[src/rtl/pi_ctl_sequencer_if.sv]
// pi_ctl_sequencer_if: target request and PI control bundle between a requester and the sequencer
interface pi_ctl_sequencer_if #(
  parameter int Npi = 9,
  parameter int Nout = 4,
  parameter int Nhold = 4
);
  logic [Nout-1:0][Npi-1:0] tgt_pi;
  logic [Nout-1:0][Npi-1:0] ctl_pi;
  logic tgt_valid;
  logic tgt_ready;
  logic abort;
  logic ctl_valid;
  logic busy;
  logic done;
  logic [Npi-2:0] step_max;
  logic [Nhold-1:0] hold_cycles;
  modport master(
    output tgt_pi, tgt_valid, step_max, hold_cycles, abort,
    input tgt_ready, ctl_pi, ctl_valid, busy, done
  );
  modport slave(
    input tgt_pi, tgt_valid, step_max, hold_cycles, abort,
    output tgt_ready, ctl_pi, ctl_valid, busy, done
  );
endinterface

[src/rtl/pi_ctl_sequencer.sv]
// pi_ctl_sequencer: slews each PI channel toward its target along the shortest circular path in bounded steps
module pi_ctl_sequencer #(
  parameter int Npi = 9,
  parameter int Nout = 4,
  parameter int Nhold = 4
) (
  input logic clk_adc,
  input logic rstb,
  pi_ctl_sequencer_if.slave bus
);
  typedef enum logic [1:0] {IDLE, STEP, SETTLE} state_t;
  localparam logic [Npi-1:0] HALF = Npi'(1) << (Npi - 1);
  state_t state, state_nx;
  logic [Nout-1:0][Npi-1:0] tgt_r, ctl_nx;
  logic [Nout-1:0] mv;
  logic [Npi-2:0] step_r;
  logic [Nhold-1:0] cnt;
  logic [Npi-1:0] stp;
  assign stp = step_r == '0 ? Npi'(1) : Npi'(step_r);
  for (genvar k = 0; k < Nout; k++) begin : g_ch
    logic [Npi-1:0] d, dn;
    assign d = tgt_r[k] - bus.ctl_pi[k];
    assign dn = -d;
    assign mv[k] = |d;
    // d == HALF falls on the upward side
    assign ctl_nx[k] = d <= HALF ? bus.ctl_pi[k] + (d < stp ? d : stp)
                                 : bus.ctl_pi[k] - (dn < stp ? dn : stp);
  end
  always_comb begin
    state_nx = state;
    state_nx = state != IDLE && bus.abort ? IDLE :
               state == IDLE ? (bus.tgt_valid ? STEP : IDLE) :
               state == STEP ? (|mv ? SETTLE : IDLE) :
               (cnt == '0 ? STEP : SETTLE);
  end
  assign bus.tgt_ready = state == IDLE;
  assign bus.busy = state != IDLE;
  always_ff @(posedge clk_adc or negedge rstb) begin
    if (!rstb) begin
      state <= IDLE;
      tgt_r <= '0;
      bus.ctl_pi <= '0;
      bus.ctl_valid <= 1'b0;
      bus.done <= 1'b0;
      step_r <= '0;
      cnt <= '0;
    end else begin
      state <= state_nx;
      if (bus.tgt_ready && bus.tgt_valid) tgt_r <= bus.tgt_pi;
      if (state_nx == STEP) step_r <= bus.step_max;
      if (state == STEP && state_nx == SETTLE) bus.ctl_pi <= ctl_nx;
      bus.ctl_valid <= state == STEP && state_nx == SETTLE;
      bus.done <= state == STEP && state_nx == IDLE && !bus.abort;
      cnt <= state_nx != SETTLE ? '0 : state == STEP ? bus.hold_cycles : cnt - 1'b1;
    end
  end
endmodule

[src/flat_wrapper.sv]
// flat-port wrapper written by rule: the top's interface ports become plain ports
module pi_ctl_sequencer_flat 
#(
  parameter int Npi = 9,
  parameter int Nout = 4,
  parameter int Nhold = 4
)
  (clk_adc, rstb, bus_tgt_pi, bus_tgt_valid, bus_step_max, bus_hold_cycles, bus_abort, bus_tgt_ready, bus_ctl_pi, bus_ctl_valid, bus_busy, bus_done);
  pi_ctl_sequencer_if #(.Npi(Npi), .Nout(Nout), .Nhold(Nhold)) bus_i ();
  input logic clk_adc;
  input logic rstb;
  input wire logic [$bits(bus_i.tgt_pi)-1:0] bus_tgt_pi;
  input wire logic [$bits(bus_i.tgt_valid)-1:0] bus_tgt_valid;
  input wire logic [$bits(bus_i.step_max)-1:0] bus_step_max;
  input wire logic [$bits(bus_i.hold_cycles)-1:0] bus_hold_cycles;
  input wire logic [$bits(bus_i.abort)-1:0] bus_abort;
  output wire logic [$bits(bus_i.tgt_ready)-1:0] bus_tgt_ready;
  output wire logic [$bits(bus_i.ctl_pi)-1:0] bus_ctl_pi;
  output wire logic [$bits(bus_i.ctl_valid)-1:0] bus_ctl_valid;
  output wire logic [$bits(bus_i.busy)-1:0] bus_busy;
  output wire logic [$bits(bus_i.done)-1:0] bus_done;
  assign bus_i.tgt_pi = bus_tgt_pi;
  assign bus_i.tgt_valid = bus_tgt_valid;
  assign bus_i.step_max = bus_step_max;
  assign bus_i.hold_cycles = bus_hold_cycles;
  assign bus_i.abort = bus_abort;
  assign bus_tgt_ready = bus_i.tgt_ready;
  assign bus_ctl_pi = bus_i.ctl_pi;
  assign bus_ctl_valid = bus_i.ctl_valid;
  assign bus_busy = bus_i.busy;
  assign bus_done = bus_i.done;
  pi_ctl_sequencer #(.Npi(Npi), .Nout(Nout), .Nhold(Nhold)) u_core (.clk_adc(clk_adc), .rstb(rstb), .bus(bus_i));
endmodule
[config.mk]
export PLATFORM = sky130hd
export DESIGN_NAME = pi_ctl_sequencer_flat
export DESIGN_NICKNAME = d
export VERILOG_FILES = /design/src/rtl/pi_ctl_sequencer_if.sv /design/src/rtl/pi_ctl_sequencer.sv /design/src/flat_wrapper.sv
export SDC_FILE = /design/constraint.sdc
export NUM_CORES = 1
export LEC_CHECK = 0
export ABC_AREA = 1
export BUFFER_PORTS_ARGS = -buffer_cell sky130_fd_sc_hd__buf_2
export CELL_PAD_IN_SITES_DETAIL_PLACEMENT = 1
export CELL_PAD_IN_SITES_GLOBAL_PLACEMENT = 2
export CORE_MARGIN = 2
export CORE_UTILIZATION = 35
export DETAILED_ROUTE_END_ITERATION = 16
export PLACE_DENSITY = 0.82
export SETUP_SLACK_MARGIN = 0.05
export SYNTH_ARGS = -nofsm -noshare
export SYNTH_HDL_FRONTEND = slang
export SYNTH_SLANG_ARGS = --single-unit
[constraint.sdc]
create_clock -name clk_adc -period 6.4 [get_ports clk_adc]
set_input_delay 0.64 -clock clk_adc [delete_from_list [all_inputs] [get_ports clk_adc]]
set_output_delay 0.64 -clock clk_adc [all_outputs]
set_load 0.05 [all_outputs]
======== Word-level counts from Yosys, hierarchy flattened ========
Index checks and enable logic that the tools add are counted.
storage, ports and cells
  bits of input ports ..................... 52
  bits in registers ....................... 88
  word-level logic and storage cells ...... 79
  output and inout bits ................... 40
operators by class
  $lt $le $gt $ge ......................... 12
  mux-type cells .......................... 21
  equality and inequality tests ........... 4
  reductions and logical operators ........ 12
  $add $sub $neg .......................... 17
operators by type and width
  operator             number
  $mux 9               12
  $lt 9x9->1           8
  $sub 9x9->9          8
  $add 9x9->9          4
  $le 9x9->1 const B   4
  $neg 9->9            4
  $reduce_or 36->1     1
  $mux 2               5
  $logic_not 8->1      1
  $mux 4               2
  $mux 8               1
  $logic_and 1x1->1    5
  $eq 2x1->1 const B   2
  $logic_not 2->1      2
  $logic_not 4->1      1
  $sub 4x1->4 const B  1
  $eq 2x2->1 const B   1
  $ne 2x2->1 const B   1
  $reduce_bool 2->1    1
  $logic_not 1->1      1
  $mux 1               1

======== Longest topological paths before layout ========
  word-level depth ........................ 9
  depth in mapped cells ................... 47

======== Worst setup path before layout ========
Ideal clock, no wire load.
  path kind ............................... reg2reg
  start ................................... register u_core.bus.ctl_pi[0]
  end ..................................... register u_core.bus.ctl_pi[8]
  cell stages (with the launch flop) ...... 40
  data required time ...................... 6280 ps
  setup slack ............................. 784 ps
  buffers on the path ..................... 0
  clock period less this slack ............ 5616 ps
  library setup time ...................... 120 ps
  arrival ................................. 5496 ps
  cell sequence ........................... dfrtp_1 > ha_1 > inv_1 > fa_1 > inv_1 > ha_1 > inv_1 > nor2_1 > nand3_1 > nor2_1 > nand3_1 > or2_2 > ha_1 > inv_1 > nand3_1 > nor2_1 > nand2_2 > nand3_4 > [4 not listed] > or2_2 > a21oi_1 > a21oi_1 > ha_1 > nand2_1 > o21ai_0 > nand2_1 > nand2_1 > a21oi_1 > inv_1 > a21oi_1 > inv_1 > a21oi_1 > inv_1 > nand3_1 > nand3_1 > nand2_1 > nand2_1
on the way
  longest elaborated chain between the ends .. 8
  elaborated cells on any way between the ends .. 17
ends and longest elaborated chain
  what                                                 line                       RTL
  from (decl)                                          pi_ctl_sequencer_if.sv:23  output tgt_ready, ctl_pi, ctl_valid, busy, done
  from (signal assigned)                               pi_ctl_sequencer.sv:51     if (state == STEP && state_nx == SETTLE) bus.ctl_pi <= ctl_nx;
  branches (longest 8 deep; another with $sub 9x9->9)  n/a
Several ways; the timed one is not identified.
A chain may end at the register's enable or synchronous reset.

======== Worst setup path in the final report ========
Same ends and word-level chain as after synthesis.

==> results by group <==
Outcome
  – Status: finished, final reports clean

Layout
  – Commonest non-fill, non-tap cell in the layout: sky130_fd_sc_hd__nand2_1
  – Final core utilization: 40.4%
  – Share of layout cells above drive strength 1: 16.3%
  – Most used cells in the layout excluding fill and tap cells: sky130_fd_sc_hd__nand2_1 (406), sky130_fd_sc_hd__inv_1 (229), sky130_fd_sc_hd__ha_1 (133)
  – Layout area overhead: 13.2%
  – Number of nets in the finished design: 1812
  – Number of antenna repair diodes: 0

Placement
  – RD Place Congestion: 0.828
  – Quantity of I/O buffers inserted on ports: 91
  – HPWL reported at the end of detailed placement: 26.3 mm

Logic synthesis
  – Biggest area contributors in the synthesized netlist: sky130_fd_sc_hd__dfrtp_1 (21%), sky130_fd_sc_hd__ha_1 (16%), sky130_fd_sc_hd__nand2_1 (15%)
  – Sequential share of the synthesized area: 21.4%
  – Mean area per synthesized cell: 6.76 um2
  – Post-synth EDFFs: 0
  – Synth Warn #: 0
  – Synth Register Bits: 88
  – Proportion of synthesized flip-flops having asynchronous set or reset: 100%
  – Unique masters post-synth: 46
  – Net count after synthesis: 1719
  – Post-synthesis instance total: 1524
  – Synth Flop Type: sky130_fd_sc_hd__dfrtp_1
  – Post-synthesis instance area: 10300 um2
  – Post-synth top area share: 21.4%
  – Cell type contributing the most total cell area after synthesis: sky130_fd_sc_hd__dfrtp_1

Global route
  – Fraction of met3 tracks used by global routing: 2.60%
  – Total global routing overflow: 0
  – Global-route layer with the greatest usage: met2
  – GR met2 Demand/Resource: 35.8%
  – Largest net degree at the start of global routing: 48
  – Wire length of the first global-routing pass: 53.9 mm
  – Initial antenna violation count: 0
  – Fraction of met1 tracks used by global routing: 30.9%
  – Via count of the first global-routing pass: 10400
  – Global Route Usage Sum: 21.9%

Clocking
  – CTS HTree Levels: 3
  – CTS clk-pin slew, worst paths: 80 ps
  – Cts hold-fix bufs: 0
  – CTS sink cnt: 88
  – Number of clock buffers inserted by TritonCTS: 9
  – Cell chosen for the clock root: sky130_fd_sc_hd__clkbuf_16
  – CTS Buffer Depth: 2
  – Clock latency at the later pin of the worst-skew pair: 370 ps
  – CTS tree: yes

Critical path
  – Crit path launch type: flip-flop
  – Worst Setup SP: u_core.bus.ctl_pi[0]$_DFFE_PN0P_
  – Worst R2R End: u_core.bus.ctl_pi[8]$_DFFE_PN0P_
  – Arr. time, crit path: 6180 ps
  – Max Fanout on Critical Path: 8
  – Data required time at the worst endpoint: 6660 ps
  – Worst Setup End Kind: flip-flop
  – Slack of the worst reg-to-reg path: 480 ps
  – Crit Path Category: flip-flop to flip-flop
  – Endpoint of the worst setup timing path: u_core.bus.ctl_pi[8]$_DFFE_PN0P_
  – Critical path's slowest cell: sky130_fd_sc_hd__fa_2
  – Most Frequent Cell on Critical Path: sky130_fd_sc_hd__inv_1
  – Reg2Reg Launch Point: u_core.bus.ctl_pi[0]$_DFFE_PN0P_
  – Cell depth of the worst flop-to-flop path: 39
  – Highest cell delay on the worst timing path: 470 ps

Timing
  – Tmin final: 5920 ps
  – Number of slew-limit violations in the final report: 0
  – Share of the clock period used by the worst path: 92.5%
  – Layout Skew: 10.8 ps
  – Worst Max-Slew Pin Slew: 807 ps
  – RSZ-0062 raised after global routing: yes
  – Final Hold Violating Endpoints: 0
  – Setup-violating endpoint count in the final report: 0
  – Max-slew headroom: 46.1%
  – Fmax: 169 MHz

Detailed routing
  – DRT antenna net count: 0
  – Final Routed Wirelength: 33.1 mm
  – Routed vias/inst: 5.10
  – Average wire length per cell after detail routing: 16.5 um
  – Drt pass-1 iters: 7
  – DRT iter0 DRCs: 376
  – Via count: 10200
  – Detailed-route DRC error count: 0

Min path
  – Worst min-delay path class: input pin to async pin

Die
  – Floorplan die area: 30800 um2
  – Area of the core region: 28900 um2
  – Number of rows created at floorplan: 62
  – Effective utilization at floorplan: 35.7%
  – # IOs: 92
  – Die boundary width: 176 um
  – Die Ht: 176 um

Run
  – Total of max-cap violations: 0
## worst max-delay path: cells and delay by family (launching register included)
| family | cells | cell delay [ps] |
|---|---|---|
| AND/OR/NAND/NOR | 18 | 2260 |
| AO/OA/AOI/OAI | 7 | 830 |
| flip-flops | 1 | 410 |
| adder cells (fa/ha/maj) | 6 | 1720 |
| buffers and inverters | 8 | 580 |
## sequential cells by signal, summed over array words and instances, names as in the netlist
| register | flops |
|---|---|
| u_core.bus.done | 1 |
| u_core.cnt | 4 |
| u_core.bus.ctl_valid | 1 |
| u_core.step_r | 8 |
| u_core.state | 2 |
| u_core.tgt_r | 36 |
| u_core.bus.ctl_pi | 36 |
## Yosys cell counts (2+ instances only)
| master | n |
|---|---|
| sky130_fd_sc_hd__nand3_2 | 6 |
| sky130_fd_sc_hd__buf_1 | 3 |
| sky130_fd_sc_hd__xnor2_1 | 19 |
| sky130_fd_sc_hd__o21ai_2 | 11 |
| sky130_fd_sc_hd__nand3b_1 | 9 |
| sky130_fd_sc_hd__mux2_2 | 32 |
| sky130_fd_sc_hd__o211ai_1 | 7 |
| sky130_fd_sc_hd__nor2_1 | 98 |
| sky130_fd_sc_hd__dfrtp_1 | 88 |
| sky130_fd_sc_hd__or2_2 | 11 |
| sky130_fd_sc_hd__a21oi_1 | 103 |
| sky130_fd_sc_hd__buf_2 | 7 |
| sky130_fd_sc_hd__nor2_4 | 4 |
| sky130_fd_sc_hd__inv_1 | 231 |
| sky130_fd_sc_hd__nand2_4 | 3 |
| sky130_fd_sc_hd__o31ai_1 | 4 |
| sky130_fd_sc_hd__ha_1 | 135 |
| sky130_fd_sc_hd__nand2_1 | 407 |
| sky130_fd_sc_hd__nor2_2 | 11 |
| sky130_fd_sc_hd__nand3_1 | 105 |
| sky130_fd_sc_hd__fa_1 | 8 |
| sky130_fd_sc_hd__nor3_1 | 9 |
| sky130_fd_sc_hd__o21ai_0 | 74 |
| sky130_fd_sc_hd__a21oi_2 | 5 |
| sky130_fd_sc_hd__nand4_1 | 30 |
| sky130_fd_sc_hd__a211oi_1 | 2 |
| sky130_fd_sc_hd__o21ai_1 | 24 |
| sky130_fd_sc_hd__buf_6 | 7 |
| sky130_fd_sc_hd__or2_1 | 3 |
| sky130_fd_sc_hd__xor2_1 | 14 |
| sky130_fd_sc_hd__o21a_1 | 5 |
| sky130_fd_sc_hd__nand2_2 | 19 |
| sky130_fd_sc_hd__inv_2 | 4 |
| sky130_fd_sc_hd__clkbuf_1 | 9 |
| sky130_fd_sc_hd__and2_1 | 4 |
| sky130_fd_sc_hd__a31oi_1 | 3 |
## layout make-up
cell class	instances	area (um2)
Clock buffer	9	225
Clock inverter	7	95.1
Fill cell	3796	17200
Inverter	236	886
Multi-Input combinational cell	1172	7160
Sequential cell	88	2200
Tap cell	384	480
Timing Repair Buffer	110	601
## kinds of logic after synthesis
family / count (synthesis) / share of synthesized area [%]
AO/OA/AOI/OAI: 243 / 13.1
AND/OR/NAND/NOR: 721 / 31.0
adder cells (fa/ha/maj): 143 / 18.0
XOR/XNOR: 33 / 2.81
multiplexers: 32 / 3.50
buffers and inverters: 264 / 10.3
flip-flops: 88 / 21.4
## layer usage
layer,share of wire (%),vias to the layer above
li1,-,5158
met1,50,4920
met2,45,120
met3,2.9,27
met4,1.4,0
met5,0,-
## timing repair
item	4_1_cts	5_1_grt
resized for setup	0	46
endpoints found under the setup margin	0	9
buffers inserted	0	13
## worst min path at each step
| stage | cells past startpoint | start | slack (ps) | end |
|---|---|---|---|---|
| finish | 1 | rstb | 280 | u_core.tgt_r[15]$_DFFE_PN0P_ |
| detailed placement | 1 | u_core.cnt[0]$_DFF_PN0_ | 480 | u_core.cnt[0]$_DFF_PN0_ |
| CTS | 1 | rstb | 300 | u_core.tgt_r[15]$_DFFE_PN0P_ |
| global placement | 1 | u_core.cnt[0]$_DFF_PN0_ | 480 | u_core.cnt[0]$_DFF_PN0_ |
| global route | 1 | rstb | 320 | u_core.tgt_r[16]$_DFFE_PN0P_ |
| floorplan | 0 | rstb | 340 | u_core.bus.ctl_pi[0]$_DFFE_PN0P_ |
## metrics by stage
step / TNS, ps / instances / hold WS, ps / setup slack [ps] / area, um2
2_1_floorplan: 0 / 1524 / 344 / 784 / 10300
3_3_place_gp: 0 / 1977 / 477 / 440 / 11100
3_5_place_dp: 0 / 1977 / 485 / 225 / 11100
4_1_cts: 0 / 1993 / 300 / 194 / 11400
5_1_grt: -11.4 / 2006 / 315 / -11.4 / 11700
6_report: 0 / 2006 / 276 / 478 / 11700
Power is not shown: default switching activity piles up to over one toggle a cycle in this logic, so the estimate is an artifact.
